===== src/rtl/dec_to_bin_accumulator.sv =====
// Decimal-to-binary entry accumulator.
// Takes decimal digits one at a time and builds acc = acc*10 + digit.
// On commit it publishes the N-bit result. The result saturates at
// 2^N-1 and sets a sticky overflow flag. A digit above 9 sets a sticky
// bad_digit flag and is otherwise ignored.
//
// Handshakes:
// - A digit transfers on a rising edge where digit_valid && digit_ready.
//   digit_ready depends on state only (IDLE/ACCUM), never on digit_valid.
// - commit is a level, sampled in IDLE/ACCUM/FULL and ignored elsewhere.
// - Priority within one cycle is clear > commit > digit.
// - value_valid pulses for the single DONE cycle.
module dec_to_bin_accumulator #(
    parameter int N          = 6,
    parameter int MAX_DIGITS = 2,
    localparam int CW        = $clog2(MAX_DIGITS + 1)
) (
    input  logic         clk,
    input  logic         rst_n,
    input  logic         clear,
    input  logic [3:0]   digit,
    input  logic         digit_valid,
    output logic         digit_ready,
    input  logic         commit,
    output logic [N-1:0] value,
    output logic         value_valid,
    output logic [CW-1:0] count,
    output logic         overflow,
    output logic         bad_digit,
    output logic [2:0]   state_dbg
);

    localparam int AW   = N + 4;
    localparam int MAXV = (1 << N) - 1;

    typedef enum logic [2:0] {
        IDLE  = 3'd0,
        ACCUM = 3'd1,
        MUL   = 3'd2,
        FULL  = 3'd3,
        DONE  = 3'd4
    } state_t;

    state_t        state, state_nxt;
    logic [AW-1:0] acc;
    logic [AW-1:0] prod;
    logic [3:0]    digit_q;
    logic          fresh;          // a commit finished; the next entry clears the flags
    logic          take_commit;
    logic          take_digit;
    logic          take_bad;
    logic          last_digit;

    assign digit_ready = (state == IDLE) || (state == ACCUM);
    assign value_valid = (state == DONE);
    assign state_dbg   = state;
    assign prod        = (acc << 3) + (acc << 1) + AW'(digit_q);
    assign last_digit  = (count == CW'(MAX_DIGITS - 1));

    // State register
    always_ff @(posedge clk or negedge rst_n) begin
        if (!rst_n) state <= IDLE;
        else        state <= state_nxt;
    end

    // Next state and accept decode, applying clear > commit > digit
    always_comb begin
        state_nxt   = state;
        take_commit = 1'b0;
        take_digit  = 1'b0;
        take_bad    = 1'b0;
        if (clear) begin
            state_nxt = IDLE;
        end else begin
            case (state)
                IDLE, ACCUM: begin
                    if (commit) begin
                        take_commit = 1'b1;
                        state_nxt   = DONE;
                    end else if (digit_valid) begin
                        if (digit <= 4'd9) begin
                            take_digit = 1'b1;
                            state_nxt  = MUL;
                        end else begin
                            take_bad = 1'b1;
                        end
                    end
                end
                MUL:  state_nxt = last_digit ? FULL : ACCUM;
                FULL: begin
                    if (commit) begin
                        take_commit = 1'b1;
                        state_nxt   = DONE;
                    end
                end
                DONE:    state_nxt = IDLE;
                default: state_nxt = IDLE;
            endcase
        end
    end

    // Datapath: accumulator, digit count, published value and sticky flags
    always_ff @(posedge clk or negedge rst_n) begin
        if (!rst_n) begin
            acc       <= '0;
            count     <= '0;
            digit_q   <= '0;
            value     <= '0;
            overflow  <= 1'b0;
            bad_digit <= 1'b0;
            fresh     <= 1'b0;
        end else if (clear) begin
            acc       <= '0;
            count     <= '0;
            overflow  <= 1'b0;
            bad_digit <= 1'b0;
            fresh     <= 1'b0;
        end else begin
            if (take_commit) begin
                value <= acc[N-1:0];
                fresh <= 1'b1;
            end
            if (take_digit) begin
                digit_q <= digit;
                if (fresh) begin
                    overflow  <= 1'b0;
                    bad_digit <= 1'b0;
                    fresh     <= 1'b0;
                end
            end
            if (take_bad) begin
                // A bad digit after a finished entry still starts the new entry's flags
                bad_digit <= 1'b1;
                if (fresh) begin
                    overflow <= 1'b0;
                    fresh    <= 1'b0;
                end
            end
            if (state == MUL) begin
                count <= count + CW'(1);
                if (prod > AW'(MAXV)) begin
                    acc      <= AW'(MAXV);
                    overflow <= 1'b1;
                end else begin
                    acc <= prod;
                end
            end
            if (state == DONE) begin
                acc   <= '0;
                count <= '0;
            end
        end
    end

endmodule


===== config.mk =====
export PLATFORM = sky130hd
export DESIGN_NAME = dec_to_bin_accumulator
export DESIGN_NICKNAME = d
export VERILOG_FILES = /design/src/rtl/dec_to_bin_accumulator.sv
export SDC_FILE = /design/constraint.sdc
export NUM_CORES = 1
export LEC_CHECK = 0
export ABC_AREA = 1
export BUFFER_PORTS_ARGS = -buffer_cell sky130_fd_sc_hd__buf_2
export CORE_UTILIZATION = 56
export CTS_BUF_LIST = sky130_fd_sc_hd__clkbuf_16
export CTS_CLUSTER_DIAMETER = 80
export DETAILED_ROUTE_END_ITERATION = 12
export GPL_TIMING_DRIVEN = 0
export PLACE_DENSITY = 0.85
export SLEW_MARGIN = 20
export SYNTH_ARGS = -nofsm -noshare
export SYNTH_HDL_FRONTEND = slang
export SYNTH_SLANG_ARGS = --single-unit

===== constraint.sdc =====
create_clock -name clk -period 2.5 [get_ports clk]
set_input_delay 0 -clock clk [delete_from_list [all_inputs] [get_ports clk]]
set_output_delay 0 -clock clk [all_outputs]
set_load 0.005 [all_outputs]

## Yosys cells after proc, flatten, opt, wreduce, memory -nomap -nowiden

Cells that the tools add are included.

| word-level totals | value |
|---|---|
| logic and storage cells | 77 |
| input bits | 9 |
| bits in read-only memories | 0 |
| RAM bits | 0 |
| register bits | 27 |
| memories kept | 0 |
| output and inout port bits | 15 |
| bits in latches | 0 |

| cells by class | value |
|---|---|
| mux-type cells | 44 |
| div/mod/pow operators | 0 |
| shift-type cells | 0 |
| bitwise operators | 1 |
| $mul | 0 |
| reduce and logical (&&, ||, !) cells | 11 |
| order comparisons | 2 |
| add/sub/neg operators | 3 |
| equal/unequal tests | 8 |

Operator list:

| operator | number |
|---|---|
| two-way mux 9 bit | 4 |
| two-way mux 1 bit | 30 |
| two-way mux 3 bit | 5 |
| adder 10 bit | 1 |
| adder 10 x 4 -> 10 bit | 1 |
| greater-than comparator 10 x 6 -> 1 bit, second input constant | 1 |
| case mux 3 bit (3 select lines) | 1 |
| nonzero test 3 bit | 3 |
| two-way mux 2 bit | 4 |
| inequality test 4 bit, second input constant | 2 |
| == test 3 x 2 -> 1 bit, second input constant | 2 |
| AND reduction 2 bit | 3 |
| less-or-equal comparator 4 bit, second input constant | 1 |
| == test 3 x 1 -> 1 bit, second input constant | 1 |
| == test 3 bit, second input constant | 1 |
| zero test 3 bit | 1 |
| inequality test 3 bit, second input constant | 1 |
| AND reduction 3 bit | 1 |
| OR reduction 3 bit | 1 |
| adder 2 x 1 -> 2 bit, second input constant | 1 |
| == test 2 x 1 -> 1 bit, second input constant | 1 |
| OR reduction 2 bit | 1 |
| logical OR 1 bit | 1 |
| NOT 1 bit | 1 |

## Logic depth before layout (Yosys ltp)

| depth | value |
|---|---|
| depth in word-level cells | 12 |
| depth in mapped cells | 15 |
| mapped depth without buffers | 15 |

## Worst setup path after synthesis

OpenSTA, ideal clock, no wires.

| path | value |
|---|---|
| kind | register -> register |
| start point | register acc[2] |
| end point | register acc[0] |
| clock period less this slack | 2.194 ns |
| path slack | 0.306 ns |
| setup time | 0.126 ns |
| buffers on the path | 0 |
| stages on the path, launching flop included | 14 |
| required time | 2.374 ns |
| data arrival time | 2.068 ns |
| cell sequence | dfrtp_1 > inv_1 > fa_1 > fa_1 > inv_1 > nand2_1 > nand2_1 > nand3b_1 > nand2_1 > nand2_1 > nand2_1 > nand3_1 > nand2_1 > nand2_1 |

| between the ends | value |
|---|---|
| word-level cells in the longest chain between the ends | 7 |

RTL lines:

| what | RTL line | text |
|---|---|---|
| start: declaration | 45 | `logic [AW-1:0] acc;` |
| start signal: assignment | 142 | `acc <= AW'(MAXV);` |
| start signal: assignment | 145 | `acc <= prod;` |
| adder 10 bit | 57 | `assign prod = (acc << 3) + (acc << 1) + AW'(digit_q);` |
| adder 10 x 4 -> 10 bit | 57 |  |
| greater-than comparator 10 x 6 -> 1 bit | 141 | `if (prod > AW'(MAXV)) begin` |
| two-way mux 9 bit | 141 |  |
| two-way mux 9 bit | 139 | `if (state == MUL) begin` |
| two-way mux 9 bit | 148 | `if (state == DONE) begin` |
| two-way mux 9 bit | 112 | `end else if (clear) begin` |

Every way passes these cells. The select of a mux whose other input is x is not followed.
A chain may end at the register's enable or synchronous reset.

## Worst setup path after layout

| path | value |
|---|---|
| start point | register acc[1] |
| end point | register overflow |

| between the ends | value |
|---|---|
| word-level cells in the longest chain between the ends | 6 |

RTL lines:

| what | RTL line | text |
|---|---|---|
| adder 10 bit | 57 |  |
| adder 10 x 4 -> 10 bit | 57 |  |
| greater-than comparator 10 x 6 -> 1 bit | 141 |  |
| two-way mux 1 bit | 141 |  |
| two-way mux 1 bit | 139 |  |
| two-way mux 1 bit | 112 |  |
| end signal: assignment | 109 | `overflow <= 1'b0;` |
| end signal: assignment | 115 | `overflow <= 1'b0;` |
| end signal: assignment | 143 | `overflow <= 1'b1;` |
| end: declaration | 28 | `output logic overflow,` |

Every way passes these cells.

==> results.sh <==
export IMPL_result_of_the_run="complete, no violations"
export IMPL_synthesis_area_per_instance_sq_um=7.99
export IMPL_clock_latency_ps=270
export IMPL_post_synthesis_net_count=236
export IMPL_drt_vias_per_instance=5.47
export IMPL_first_global_vias=1387
export IMPL_yosysWarningCount=0
export IMPL_sequentialPowerShare_pct=43.4
export IMPL_critical_path_startpoint="acc[1]"
export IMPL_clock_network_fraction_of_design_power_pct=30.4
export IMPL_share_comb_of_total_power_pct=26.2
export IMPL_critPathCaptureType="flop"
export IMPL_worst_r2r_endpoint="overflow"
export IMPL_timing_reg2reg_worst_path_depth=14
export IMPL_dr_first_iter_drc_count=57
export IMPL_worstPathRequired_ps=2650
export IMPL_detail_route_antenna_nets=0
export IMPL_chip_height_microns=56.7
export IMPL_postSynthCellCount=210
export IMPL_drive_gt1_share_pct=23.9
export IMPL_synthesis_area_sq_um=1680
export IMPL_final_min_clock_period_ps=2330
export IMPL_placement_setup_worst_slack_ps=-18.8
export IMPL_multiInputGateArea_sq_um=873
export IMPL_final_global_route_overflow_total=0
export IMPL_p_leak_nw=1.18
export IMPL_finish_instance_area_sq_um=2000
export IMPL_clock_sink_count=27
export IMPL_crit_type="flop to flop"
export IMPL_swShare_pct=32.0
export IMPL_clock_tree_buffer_depth=2
export IMPL_worst_slack_ps=171
export IMPL_clock_tree_from_tritoncts="done"
export IMPL_final_hold_worst_slack_ps=63.0
export IMPL_worstSetupEndpoint="overflow"
export IMPL_floorplan_initialDensity_pct=59.8
export IMPL_number_of_setup_violations_in_the_final_report=0
export IMPL_area_growth_from_synthesis_to_layout_pct=19.0
export IMPL_max_vdd_ir_drop_uv=542
export IMPL_dp_hpwl_microns=2500
export IMPL_dieArea_sq_um=3220
export IMPL_clock_fmax_mhz=429
export IMPL_internal_power_mw=0.841
export IMPL_gr_usage_all_layers_pct=25.2
export IMPL_count_of_unresolved_drc_violations_after_routing=0
export IMPL_gpl_final_weighted_congestion=0.808
export IMPL_reg2reg_setup_slack_ps=170
export IMPL_ys_top_cells_by_area="sky130_fd_sc_hd__dfrtp_1, sky130_fd_sc_hd__nand2_1, sky130_fd_sc_hd__ha_1"
export IMPL_fp_coreArea_sq_um=2810
export IMPL_antenna_cells_inserted=0
export IMPL_slew_headroom_pct=59.4
export IMPL_synth_largest_area_cell="sky130_fd_sc_hd__dfrtp_1"
export IMPL_regArea_sq_um=676
export IMPL_synth_yosys_seq_area_share_pct=40.3
export IMPL_flip_flop_and_latch_count_after_synthesis=27
export IMPL_drt_wl_total_microns=3670
export IMPL_drv_cap=0
export IMPL_cp_max_fanout=7
export IMPL_hp_class="primary input to flop"
export IMPL_placement_io_buffers=23
export IMPL_max_slew_vio_count=0
export IMPL_pin_count_of_the_biggest_net_entering_global_routing=28
export IMPL_post_cts_setup_buffers=0
export IMPL_final_hold_viol_count=0
export IMPL_r2r_start="acc[1]"
export IMPL_cellPowerDensity_nw_per_um2=619
export IMPL_floorplan_die_width_microns=56.7
export IMPL_avgRoutedWirePerCell_microns=13.4
export IMPL_cts_inserted_buffers=3
export IMPL_clock_tree_htree_level_count=1
export IMPL_area_share_of_the_largest_cell_type_after_synthesis_pct=40.3
export IMPL_total_switching_power_mw=0.396
export IMPL_nNetsFinal=270
export IMPL_dr_total_vias=1500
export IMPL_grt_pass1_wl_microns=6070
export IMPL_clkSlewWorstSetupHoldPaths_ps=70
export IMPL_filler_cell_count=216
export IMPL_post_route_period_util_pct=93.2
export IMPL_rows=19
export IMPL_layout_core_utilization_pct=71.2
export IMPL_setup_worst_path_start_class="flop"
export IMPL_drtPass1Iterations=4
export IMPL_synthDistinctLibCells=24
export IMPL_worst_ep_arrival_time_ps=2480
export IMPL_place_area_sq_um=1830
export IMPL_timing_clock_skew_ps=9.09
export IMPL_grt_antenna_before_repair=0
export IMPL_worst_slew_pin_slew_ps=609
export IMPL_design_portCount=24
export IMPL_p_total_mw=1.24
export IMPL_clock_tree_root_cell="sky130_fd_sc_hd__clkbuf_16"
[routing by layer]
metal	up-vias	GRT usage (%)	part of all wire [%]
met4	0	13.6	2.1
met3	8	4.15	5.1
met1	718	29.1	41
li1	727	-	-
met5	-	0	0
met2	47	44.6	52
[kinds of logic (layout without fill, tap and decap cells)]
| kind of cell | Yosys count | in the layout | synth area share, % |
|---|---|---|---|
| AOI/OAI and AO/OA | 28 | 28 | 10.2 |
| xor gates and xnor gates | 1 | 1 | 0.522 |
| adders and majority gates | 17 | 17 | 13.6 |
| buffers and inverters | 39 | 72 | 9.17 |
| DFF | 27 | 27 | 40.3 |
| and+or+nand+nor | 98 | 98 | 26.2 |
[worst max-delay path, stage by stage, from the launching register on]
cell and delay (ps):
sky130_fd_sc_hd__dfrtp_1 410, sky130_fd_sc_hd__ha_1 330, sky130_fd_sc_hd__ha_1 230, sky130_fd_sc_hd__inv_1 80, sky130_fd_sc_hd__fa_2 350, sky130_fd_sc_hd__inv_1 70, sky130_fd_sc_hd__nand2_1 80, sky130_fd_sc_hd__nand2_2 90
sky130_fd_sc_hd__nand3b_1 100, sky130_fd_sc_hd__nand2_1 70, sky130_fd_sc_hd__nand2_1 50, sky130_fd_sc_hd__nand2_1 70, sky130_fd_sc_hd__nand3_2 100, sky130_fd_sc_hd__nand2_4 130, sky130_fd_sc_hd__nand2_1 70
[sequential cells by signal, indices dropped and copies added, names as in the netlist]
name	flops
count	2
bad_digit	1
value	6
digit_q	4
state_dbg	3
acc	9
overflow	1
fresh	1
[cells in the final DEF, fill, tap and decap left out, drive strengths merged]
cell type / synthesis / routed
clkbuf: 0 / 3
or2: 2 / 2
nand2: 61 / 61
a31oi: 2 / 2
dfrtp: 27 / 27
buf: 1 / 24
nand3b: 2 / 2
dlygate4sd3: 0 / 6
a21oi: 10 / 10
nor3: 1 / 1
fa: 2 / 2
clkinv: 0 / 1
a21boi: 2 / 2
ha: 15 / 15
o22ai: 1 / 1
inv: 38 / 38
xnor2: 1 / 1
nand3: 13 / 13
nor2: 19 / 19
o21ai: 13 / 13
[repair_timing]
| action | in CTS | in global routing |
|---|---|---|
| gates resized for setup | 3 | 7 |
| hold endpoints to repair | 32 | 0 |
| pin swaps | 1 | 1 |
| setup endpoints to repair | 7 | 7 |
| hold buffers | 6 | 0 |
[worst min-delay path by stage]
stage                      startpoint      endpoint  cells after the start
after floorplan                 rst_n        acc[0]                      0
after global placement          rst_n  state_dbg[1]                      1
after detailed placement        rst_n  state_dbg[1]                      1
after CTS                      commit  state_dbg[1]                      4
after global routing      digit_valid  state_dbg[0]                      4
final                     digit_valid  state_dbg[0]                      4
[metrics by stage]
stage | TNS, ps | cells
6_report | 0 | 274
5_1_grt | -14.1 | 274
2_1_floorplan | 0 | 210
4_1_cts | 0 | 274
3_5_place_dp | -21.6 | 264
3_3_place_gp | 0 | 264
[Yosys cell counts]
cell	instances
sky130_fd_sc_hd__a21boi_0	2
sky130_fd_sc_hd__a21oi_1	10
sky130_fd_sc_hd__a31oi_1	2
sky130_fd_sc_hd__buf_6	1
sky130_fd_sc_hd__dfrtp_1	27
sky130_fd_sc_hd__fa_1	2
sky130_fd_sc_hd__ha_1	15
sky130_fd_sc_hd__inv_1	37
sky130_fd_sc_hd__inv_2	1
sky130_fd_sc_hd__nand2_1	54
sky130_fd_sc_hd__nand2_2	7
sky130_fd_sc_hd__nand3_1	13
sky130_fd_sc_hd__nand3b_1	2
sky130_fd_sc_hd__nor2_1	14
sky130_fd_sc_hd__nor2_2	4
sky130_fd_sc_hd__nor2_4	1
sky130_fd_sc_hd__nor3_2	1
sky130_fd_sc_hd__o21ai_0	3
sky130_fd_sc_hd__o21ai_1	4
sky130_fd_sc_hd__o21ai_2	6
sky130_fd_sc_hd__o22ai_1	1
sky130_fd_sc_hd__or2_1	1
sky130_fd_sc_hd__or2_4	1
sky130_fd_sc_hd__xnor2_1	1
[power groups by stage]
stage	clock [mW]	combinational [mW]	sequential, mW
floorplan	0	0.190	0.536
global placement	0	0.272	0.540
detailed placement	0	0.287	0.543
CTS	0.378	0.309	0.536
global route	0.386	0.361	0.544
finish	0.376	0.325	0.537
[cell type report]
| type | instances | area share, % |
|---|---|---|
| buffer | 1 | 0.564 |
| sequential | 27 | 33.8 |
| inverter | 38 | 7.14 |
| clock inverter | 1 | 0.251 |
| multi-input combinational | 144 | 43.7 |
| timing repair buffer | 29 | 8.77 |
| tap | 31 | 1.94 |
| clock buffer | 3 | 3.76 |
Note: power is estimated with default switching activity, not from simulation.
